<file path="src/rtl/m6809_bus_pkg.sv">
// Shared types and constants for the 6809E bus responder.
// Holds the E/Q phase encoding, default timing constants and the open-bus value.
package m6809_bus_pkg;

    // E/Q quadrature phases. P3W is P3 held open while the backend is busy.
    typedef enum logic [2:0] {
        P0  = 3'd0,
        P1  = 3'd1,
        P2  = 3'd2,
        P3  = 3'd3,
        P3W = 3'd4
    } phase_t;

    localparam int         QUARTER_DEF = 2;
    localparam int         TIMEOUT_DEF = 16;
    localparam logic [7:0] OPEN_BUS    = 8'hFF;

    // Address window match: compare only the bits selected by the mask.
    function automatic logic addr_hit(input logic [15:0] a,
                                      input logic [15:0] mask,
                                      input logic [15:0] base);
        return (a & mask) == base;
    endfunction

endpackage

</file>
<file path="src/rtl/m6809_eq_gen.sv">
// E/Q quadrature clock generator for the 6809E.
// A quarter counter advances a four-phase FSM; the stretch input holds E high
// (phase P3W) at the end of P3 until the bus cycle completes. The q_rise,
// e_rise and e_fall strobes flag the clock edge on which that transition lands.
module m6809_eq_gen
    import m6809_bus_pkg::*;
#(
    parameter int QUARTER = QUARTER_DEF
) (
    input  logic   clk,
    input  logic   rst_n,
    input  logic   stretch,
    output logic   e,
    output logic   q,
    output phase_t phase,
    output logic   q_rise,
    output logic   e_rise,
    output logic   e_fall
);

    localparam int CW = (QUARTER > 1) ? $clog2(QUARTER) : 1;

    logic [CW-1:0] cnt;
    logic          last;

    assign last   = (cnt == CW'(QUARTER - 1));
    assign q_rise = last && (phase == P0);
    assign e_rise = last && (phase == P1);
    assign e_fall = !stretch && ((last && (phase == P3)) || (phase == P3W));

    // Phase sequencing with registered E/Q; P3W parks the counter at zero.
    always_ff @(posedge clk or negedge rst_n) begin
        if (!rst_n) begin
            phase <= P0;
            cnt   <= '0;
            e     <= 1'b0;
            q     <= 1'b0;
        end else if (phase == P3W) begin
            cnt <= '0;
            if (!stretch) begin
                phase <= P0;
                e     <= 1'b0;
                q     <= 1'b0;
            end
        end else if (last) begin
            cnt <= '0;
            case (phase)
                P0: begin
                    phase <= P1;
                    q     <= 1'b1;
                end
                P1: begin
                    phase <= P2;
                    e     <= 1'b1;
                end
                P2: begin
                    phase <= P3;
                    q     <= 1'b0;
                end
                P3: begin
                    if (stretch) begin
                        phase <= P3W;
                    end else begin
                        phase <= P0;
                        e     <= 1'b0;
                    end
                end
                default: begin
                    phase <= P0;
                    e     <= 1'b0;
                    q     <= 1'b0;
                end
            endcase
        end else begin
            cnt <= cnt + CW'(1);
        end
    end

endmodule

</file>
<file path="src/rtl/m6809e_bus_responder.sv">
// Bus-side responder for a 6809E CPU: generates E/Q, decodes an address window
// and completes selected cycles through a req/ack handshake with a backend.
// A slow backend stretches the cycle by holding E high until it acks.
// Optional macro M6809_BUS_TIMEOUT_EN bounds the wait to TIMEOUT CLKs, after
// which reads return the open-bus value.
module m6809e_bus_responder
    import m6809_bus_pkg::*;
#(
    parameter int          QUARTER   = QUARTER_DEF,
    parameter logic [15:0] BASE_ADDR = 16'h0000,
    parameter logic [15:0] ADDR_MASK = 16'hE000,
    parameter int          TIMEOUT   = TIMEOUT_DEF
) (
    input  logic        CLK,
    input  logic        nRESET,
    output logic        E,
    output logic        Q,
    input  logic [15:0] A,
    input  logic        WE,
    input  logic        BA,
    input  logic [7:0]  D_IN,
    output logic [7:0]  D_OUT,
    output logic        D_OE,
    output logic        SEL,
    output logic        BUS_REQ,
    output logic        BUS_WR,
    output logic [15:0] BUS_ADDR,
    output logic [7:0]  BUS_WDATA,
    input  logic [7:0]  BUS_RDATA,
    input  logic        BUS_ACK
);

    if (QUARTER < 1 || TIMEOUT < 1) begin : g_bad_params
        $error("m6809e_bus_responder: QUARTER and TIMEOUT must be >= 1");
    end

    phase_t phase;
    logic   q_rise;
    logic   e_rise;
    logic   e_fall;
    logic   stretch;
    logic   ack_ok;
    logic   to_hit;
    logic   done;

    // Acks arriving with no request outstanding are ignored.
    assign ack_ok = BUS_ACK && BUS_REQ;
    assign done   = ack_ok || to_hit;

    // A completion landing on the last P3 clock cancels the stretch outright.
    // Once in P3W the FSM waits for BUS_REQ to have dropped, so read data sits
    // on D_OUT a full CLK before E falls.
    assign stretch = BUS_REQ && !(done && (phase == P3));

    m6809_eq_gen #(
        .QUARTER (QUARTER)
    ) u_eq_gen (
        .clk     (CLK),
        .rst_n   (nRESET),
        .stretch (stretch),
        .e       (E),
        .q       (Q),
        .phase   (phase),
        .q_rise  (q_rise),
        .e_rise  (e_rise),
        .e_fall  (e_fall)
    );

`ifdef M6809_BUS_TIMEOUT_EN
    logic [15:0] to_cnt;

    assign to_hit = BUS_REQ && !ack_ok && (to_cnt == 16'(TIMEOUT - 1));

    // Count CLKs elapsed since BUS_REQ rose; idle at zero otherwise.
    always_ff @(posedge CLK or negedge nRESET) begin
        if (!nRESET) begin
            to_cnt <= '0;
        end else if (!BUS_REQ) begin
            to_cnt <= '0;
        end else begin
            to_cnt <= to_cnt + 16'd1;
        end
    end
`else
    assign to_hit = 1'b0;
`endif

    // Decode on Q rise, request on E rise, complete on ack/timeout, release on E fall.
    always_ff @(posedge CLK or negedge nRESET) begin
        if (!nRESET) begin
            SEL       <= 1'b0;
            BUS_REQ   <= 1'b0;
            BUS_WR    <= 1'b0;
            BUS_ADDR  <= '0;
            BUS_WDATA <= '0;
            D_OUT     <= '0;
            D_OE      <= 1'b0;
        end else begin
            if (q_rise) begin
                SEL      <= !BA && addr_hit(A, ADDR_MASK, BASE_ADDR);
                BUS_ADDR <= A;
                BUS_WR   <= WE;
            end
            if (e_rise && SEL) begin
                BUS_REQ   <= 1'b1;
                BUS_WDATA <= D_IN;
            end
            if (ack_ok) begin
                BUS_REQ <= 1'b0;
                if (!BUS_WR) begin
                    D_OUT <= BUS_RDATA;
                    D_OE  <= 1'b1;
                end
            end else if (to_hit) begin
                BUS_REQ <= 1'b0;
                if (!BUS_WR) begin
                    D_OUT <= OPEN_BUS;
                    D_OE  <= 1'b1;
                end
            end
            // E fall ends the CPU cycle; D_OUT keeps its last value.
            if (e_fall) begin
                D_OE <= 1'b0;
                SEL  <= 1'b0;
            end
        end
    end

endmodule

</file>
<file path="config.mk">
export PLATFORM = sky130hd
export DESIGN_NAME = m6809e_bus_responder
export DESIGN_NICKNAME = d
export VERILOG_FILES = /design/src/rtl/m6809_bus_pkg.sv /design/src/rtl/m6809_eq_gen.sv /design/src/rtl/m6809e_bus_responder.sv
export SDC_FILE = /design/constraint.sdc
export NUM_CORES = 1
export LEC_CHECK = 0
export ABC_AREA = 1
export BUFFER_PORTS_ARGS = -buffer_cell sky130_fd_sc_hd__buf_4
export CORE_ASPECT_RATIO = 1.4
export CORE_MARGIN = 2
export CORE_UTILIZATION = 51
export DETAILED_ROUTE_END_ITERATION = 12
export PLACE_DENSITY = 0.8
export SYNTH_ARGS = -nofsm -noshare
export SYNTH_HDL_FRONTEND = slang
export SYNTH_HIERARCHICAL = 1
export SYNTH_SLANG_ARGS = --single-unit
</file>
<file path="constraint.sdc">
create_clock -name CLK -period 2.46 [get_ports CLK]
set_input_delay 0 -clock CLK [delete_from_list [all_inputs] [get_ports CLK]]
set_output_delay 0 -clock CLK [all_outputs]
set_load 0.05 [all_outputs]
</file>
## Word level (Yosys, flattened, before mapping)

Index checks and enable logic that the tools add are counted.

| cells by class | value |
|---|---|
| $add $sub $neg | 1 |
| muxes and demuxes | 22 |
| eq/ne operators | 8 |
| reduce and logical (&&, ||, !) cells | 26 |
| bitwise logic cells | 1 |

Operators by type and width:

| kind | count |
|---|---|
| logical NOT 16 bit | 1 |
| two-way mux 1 bit | 15 |
| two-way mux 3 bit | 4 |
| one-hot mux 3 bit (4 select lines) | 1 |
| logical AND 1 bit | 9 |
| AND reduction 2 bit | 4 |
| nonzero test 2 bit | 4 |
| == test 3 x 2 -> 1 bit, second input constant | 2 |
| != test 2 x 1 -> 1 bit, second input constant | 3 |
| OR reduction 2 bit | 2 |
| == test 3 x 1 -> 1 bit, second input constant | 1 |
| == test 3 bit, second input constant | 1 |
| logical NOT 1 bit | 3 |
| logical NOT 3 bit | 1 |
| one-hot mux 1 bit (3 select lines) | 1 |
| AND reduction 3 bit | 1 |
| != test 2 bit, second input constant | 1 |
| one-hot mux 1 bit (2 select lines) | 1 |
| adder 1 bit, second input constant | 1 |
| logical OR 1 bit | 1 |
| NOT 1 bit | 1 |

| word-level totals | value |
|---|---|
| register bits | 42 |
| input port bits | 37 |
| word-level logic and storage cells | 69 |

## Longest topological paths before layout

| depth | value |
|---|---|
| depth after elaboration | 8 |
| gate-level depth with buffers | 9 |
| depth with buffers taken out | 9 |

## Modules after synthesis

Netlist, hierarchy kept.

Modules (own cells, without submodules):

| module | cells each | times used | area each (um^2) |
|---|---|---|---|
| m6809e_bus_responder | 156 | 1 | 1466.4 |
| m6809_eq_gen | 47 | 1 | 364.1 |

## Least setup slack after synthesis

OpenSTA, ideal clock, no wires.

| path | value |
|---|---|
| path kind | reg2reg |
| from | reg BUS_REQ |
| to | reg SEL |
| path buffers | 0 |
| stages on the path, launching flop included | 5 |
| arrival | 1.529 ns |
| required time | 2.383 ns |
| period minus slack after synthesis | 1.607 ns |
| slack | 0.853 ns |
| path through | dfrtp_1 a21boi_0 a21oi_1 o21bai_1 a21oi_1 |

| on the way | value |
|---|---|
| cells in the longest elaborated chain, start to end | 7 |
| elaborated cells on any way between the ends | 8 |
| classes of those cells | mux (1); reduce/logical (7) |

RTL lines:

| what | RTL line | source |
|---|---|---|
| start, declared | m6809e_bus_responder.sv:25 | `output logic BUS_REQ,` |
| start signal, assigned | m6809e_bus_responder.sv:92 | `BUS_REQ <= 1'b0;` |
| start signal, assigned | m6809e_bus_responder.sv:105 | `BUS_REQ <= 1'b1;` |
| start signal, assigned | m6809e_bus_responder.sv:109 | `BUS_REQ <= 1'b0;` |
| logical AND 1 bit | m6809e_bus_responder.sv:47 | `assign ack_ok = BUS_ACK && BUS_REQ;` |
| logical AND 1 bit | m6809e_bus_responder.sv:53 | `assign stretch = BUS_REQ && !(done && (phase == P3));` |
| logical NOT 1 bit | m6809e_bus_responder.sv:53 |  |
| logical AND 1 bit (*) | m6809e_bus_responder.sv:53 |  |
| named net stretch | m6809e_bus_responder.sv:41 | `logic stretch;` |
| logical NOT 1 bit (*) | m6809_eq_gen.sv:29 | `assign e_fall = !stretch && ((last && (phase == P3)) \|\| (phase == P3W));` |
| logical AND 1 bit (*) | m6809_eq_gen.sv:29 |  |
| named net e_fall | m6809e_bus_responder.sv:40 | `logic e_fall;` |
| two-way mux 1 bit or nonzero test 2 bit (tied branches) | n/a |  |
| end signal, assigned | m6809e_bus_responder.sv:100 | `SEL <= !BA && addr_hit(A, ADDR_MASK, BASE_ADDR);` |
| end, declared | m6809e_bus_responder.sv:24 | `output logic SEL,` |

The timed path passes the listed nets; every way through them passes the cells marked *.
A chain may end at the register's enable or synchronous reset.

## Worst setup path after layout

| path | value |
|---|---|
| from | reg u_eq_gen.phase[1] |
| to | reg SEL |

| on the way | value |
|---|---|
| cells in the longest elaborated chain, start to end | 7 |
| elaborated cells on any way between the ends | 13 |
| classes of those cells | eq/ne (2); mux (1); reduce/logical (10) |

RTL lines:

| what | RTL line | source |
|---|---|---|
| start, declared | m6809_eq_gen.sv:15 | `output phase_t phase,` |
| start signal, assigned | m6809_eq_gen.sv:34 | `phase <= P0;` |
| start signal, assigned | m6809_eq_gen.sv:41 | `phase <= P0;` |
| start signal, assigned | m6809_eq_gen.sv:49 | `phase <= P1;` |
| == test 3 x 2 -> 1 bit (*) | m6809e_bus_responder.sv:53 |  |
| logical AND 1 bit (*) | m6809e_bus_responder.sv:53 |  |
| logical NOT 1 bit (*) | m6809e_bus_responder.sv:53 |  |
| logical AND 1 bit (*) | m6809e_bus_responder.sv:53 |  |
| named net stretch | m6809e_bus_responder.sv:41 |  |
| logical NOT 1 bit (*) | m6809_eq_gen.sv:29 |  |
| logical AND 1 bit (*) | m6809_eq_gen.sv:29 |  |
| named net e_fall | m6809e_bus_responder.sv:40 |  |
| two-way mux 1 bit or nonzero test 2 bit (tied branches) | n/a |  |

Marks and branches as above.

==> flow_metrics.py <==
metrics = {
    "critical_path": {
        "cp_slowest_cell": "dfrtp_1",
        "critPathRequiredTime_ns": 2.67,
        "slowest_delay_ns": 0.47,
        "crit_path_end_kind": "flop",
        "criticalPathCategory": "reg -> reg",
        "cp-start-kind": "flop",
        "critPathMaxFanout": 8,
        "rrSetupSlack_ns": 0.89,
        "crit_top_cell": "a21oi_1",
        "worstPathCellList": "nand2_1 > nor2_1 > a21boi_0 > a21oi_1 > o21bai_1 > a21oi_1",
        "cp.arrival_ns": 1.78,
    },
    "synth": {
        "yosysSeqAreaShare_pct": 57.4,
        "syn_nets": 240,
        "avgSynthCellArea_um2": 9.02,
        "ys_seq_elements": 42,
        "yosysWarnings": 6,
        "synth_edf_count": 0,
        "syn_inst": 203,
        "yosysUniqueCellTypes": 22,
        "syn_area_um2": 1830,
        "synthFlopType": "dfrtp_1",
        "synthArstFlopShare_pct": 100,
    },
    "sta": {
        "slew_headroom_pct": 65.7,
        "fin_setup_tns_ns": 0,
        "tightest_slew_ns": 0.515,
        "slew_viol_final": 0,
        "whs_ns": 0.214,
        "rsz0062_at_grt": "false",
        "finalCriticalPeriod_ns": 1.57,
        "fin_skew_ns": 0.00431,
        "fin_crit_sh_pct": 63.8,
        "hold_viol_final": 0,
        "setup_violations": 0,
        "postLayoutSetupSlackWorst_ns": 0.891,
        "fmax_mhz": 637,
    },
    "job": {
        "cap_violations": 0,
    },
    "cts": {
        "path_clk_slew_ns": 0.07,
        "cts-htree-levels": 2,
        "root_buffer": "clkbuf_8",
        "clock_latency_ns": 0.29,
        "clockBufferDepth": 2,
        "cts_tree": "done",
        "clkSinkCount": 42,
        "post_cts_resized": 0,
        "cts_made_buffers": 5,
    },
    "grt": {
        "grt_pass1_vias": 1612,
        "gr-max-usage-layer": "met2",
        "grt_start_max_net_pins": 43,
        "grt_overflow": 0,
        "antenna_found_initial": 0,
        "grt_usage_pct": 24.3,
        "met2_usage_pct": 42.3,
        "use_met1_pct": 27.6,
        "grt_pass1_wl_mm": 7.11,
        "gr-usage-met3_pct": 6.15,
    },
    "finish": {
        "diodes": 0,
        "drive_gt1_share_pct": 33.6,
        "area_growth_pct": 57.0,
        "final_common_cell": "buf_4",
        "fin_util_pct": 84.3,
        "mostFrequentLayoutCells": "75 x buf_4, 64 x nand2_1, 42 x dfrtp_1",
        "nets": 354,
        "fillers": 214,
    },
    "place": {
        "dpl_worst_slack_ns": 0.912,
        "place.gp.congestion": 0.885,
        "io_buffers": 74,
        "dp_hpwl_mm": 2.77,
    },
    "floorplanning": {
        "die_h_um": 74.9,
        "die_width_um": 54.6,
        "dieArea_um2": 4090,
        "rows": 25,
        "initial_utilization_pct": 53.7,
        "coreArea_um2": 3410,
        "io_pins": 75,
    },
    "detailed_routing": {
        "wl_per_cell_um": 12.6,
        "drc": 0,
        "drt-vias-per-instance": 4.70,
        "vias": 1683,
        "ant_nets": 0,
        "initialDrtViolationCount": 32,
        "firstDrtPassIters": 4,
        "wl_mm": 4.53,
    },
    "power": {
        "p_sw_w": 0.00223,
        "clockPowerShare_pct": 10.4,
        "p_int_w": 0.00203,
        "p_sw_share_pct": 52.4,
        "ir_drop_mv": 1.11,
        "p_leak_nw": 1.53,
        "power_frac_seq_pct": 29.7,
        "powerDensity_nw_per_um2": 1480,
        "finalPower_w": 0.00427,
        "comb_power_share_pct": 59.9,
    },
    "hold_path": {
        "hold_class": "in -> async",
    },
    "outcome": {
        "outcome": "completed",
    },
}
cell usage after synthesis (2+ instances only):
cell type / n / share of area, %
nand2_4: 2 / 1.2
o21ai_0: 16 / 4.4
buf_2: 4 / 1.1
nor2_1: 4 / 0.82
dfrtp_1: 42 / 57
nand2_1: 64 / 13
nor2_2: 2 / 0.68
o21ai_1: 3 / 0.82
inv_1: 34 / 7.0
inv_2: 3 / 0.62
nand3_1: 5 / 1.4
a21oi_1: 2 / 0.55
nand2_2: 4 / 1.4
o21ai_2: 10 / 4.8
worst paths after layout:
| kind | from | endpoint | depth (start not counted) |
|---|---|---|---|
| max | u_eq_gen/phase[1]$_DFFE_PN0P_ | SEL$_DFFE_PN0P_ | 6 |
| min | nRESET | BUS_ADDR[3]$_DFFE_PN0P_ | 2 |
| min in group CLK | D_IN[5] | BUS_WDATA[5]$_DFFE_PN0P_ | 4 |
| max reg2reg | u_eq_gen/phase[1]$_DFFE_PN0P_ | SEL$_DFFE_PN0P_ | 6 |
| max in group asynchronous | nRESET | BUS_ADDR[15]$_DFFE_PN0P_ | 2 |
| min reg2reg | u_eq_gen/q$_DFFE_PN0P_ | u_eq_gen/q$_DFFE_PN0P_ | 2 |
logic make-up after synthesis:
logic type,count (synthesis),share of synthesized area (%)
and+or+nand+nor,84,20.6
DFF,42,57.4
buffers and inverters,42,9.30
AOI/OAI and AO/OA,35,12.6
state kept, by name, indices dropped and copies added (netlist names):
name            flops
BUS_ADDR           16
u_eq_gen/phase      3
BUS_WR              1
u_eq_gen/cnt        1
u_eq_gen/q          1
BUS_WDATA           8
D_OE                1
u_eq_gen/e          1
BUS_REQ             1
SEL                 1
D_OUT               8
timing repair:
| action | CTS | global route |
|---|---|---|
| setup buffers | 0 | 0 |
| endpoints found under the hold margin | 77 | 0 |
| hold buffers | 37 | 0 |
per-layer routing:
metal | part of all wire [%] | wire length, um
met5 | 0 | 0
met4 | 2.4 | 108
met3 | 4.4 | 200
met2 | 56 | 2560
met1 | 37 | 1660
power groups by stage:
stage	sequential (W)	clock (W)	combinational, W
floorplan	0.00231	0	0.000747
global placement	0.00126	0	0.00246
detailed placement	0.00127	0	0.00251
CTS	0.00126	0.000461	0.00256
global route	0.00131	0.000491	0.00274
finish	0.00127	0.000444	0.00255
critical path, delay by kind of cell (launching register included):
family           cells  cell delay (ns)
AO/OA/AOI/OAI        4             0.88
AND/OR/NAND/NOR      2             0.15
flip-flops           1             0.47
through the flow:
| step | instances | instance area (um2) |
|---|---|---|
| floorplan | 203 | 1830 |
| global placement | 313 | 2410 |
| detailed placement | 313 | 2410 |
| CTS | 358 | 2870 |
| global route | 358 | 2870 |
| finish | 358 | 2870 |
final cells by class:
cell class                 count  area, um2  area share (%)
inverter                      37        139            4.83
timing repair buffer         112        933            32.5
clock buffer                   7       86.3            3.00
tap                           40       50.0            1.74
clock inverter                 1       5.00           0.174
sequential                    42       1050            36.6
multi-input combinational    119        609            21.2
Power figures use the tool's default switching activity.
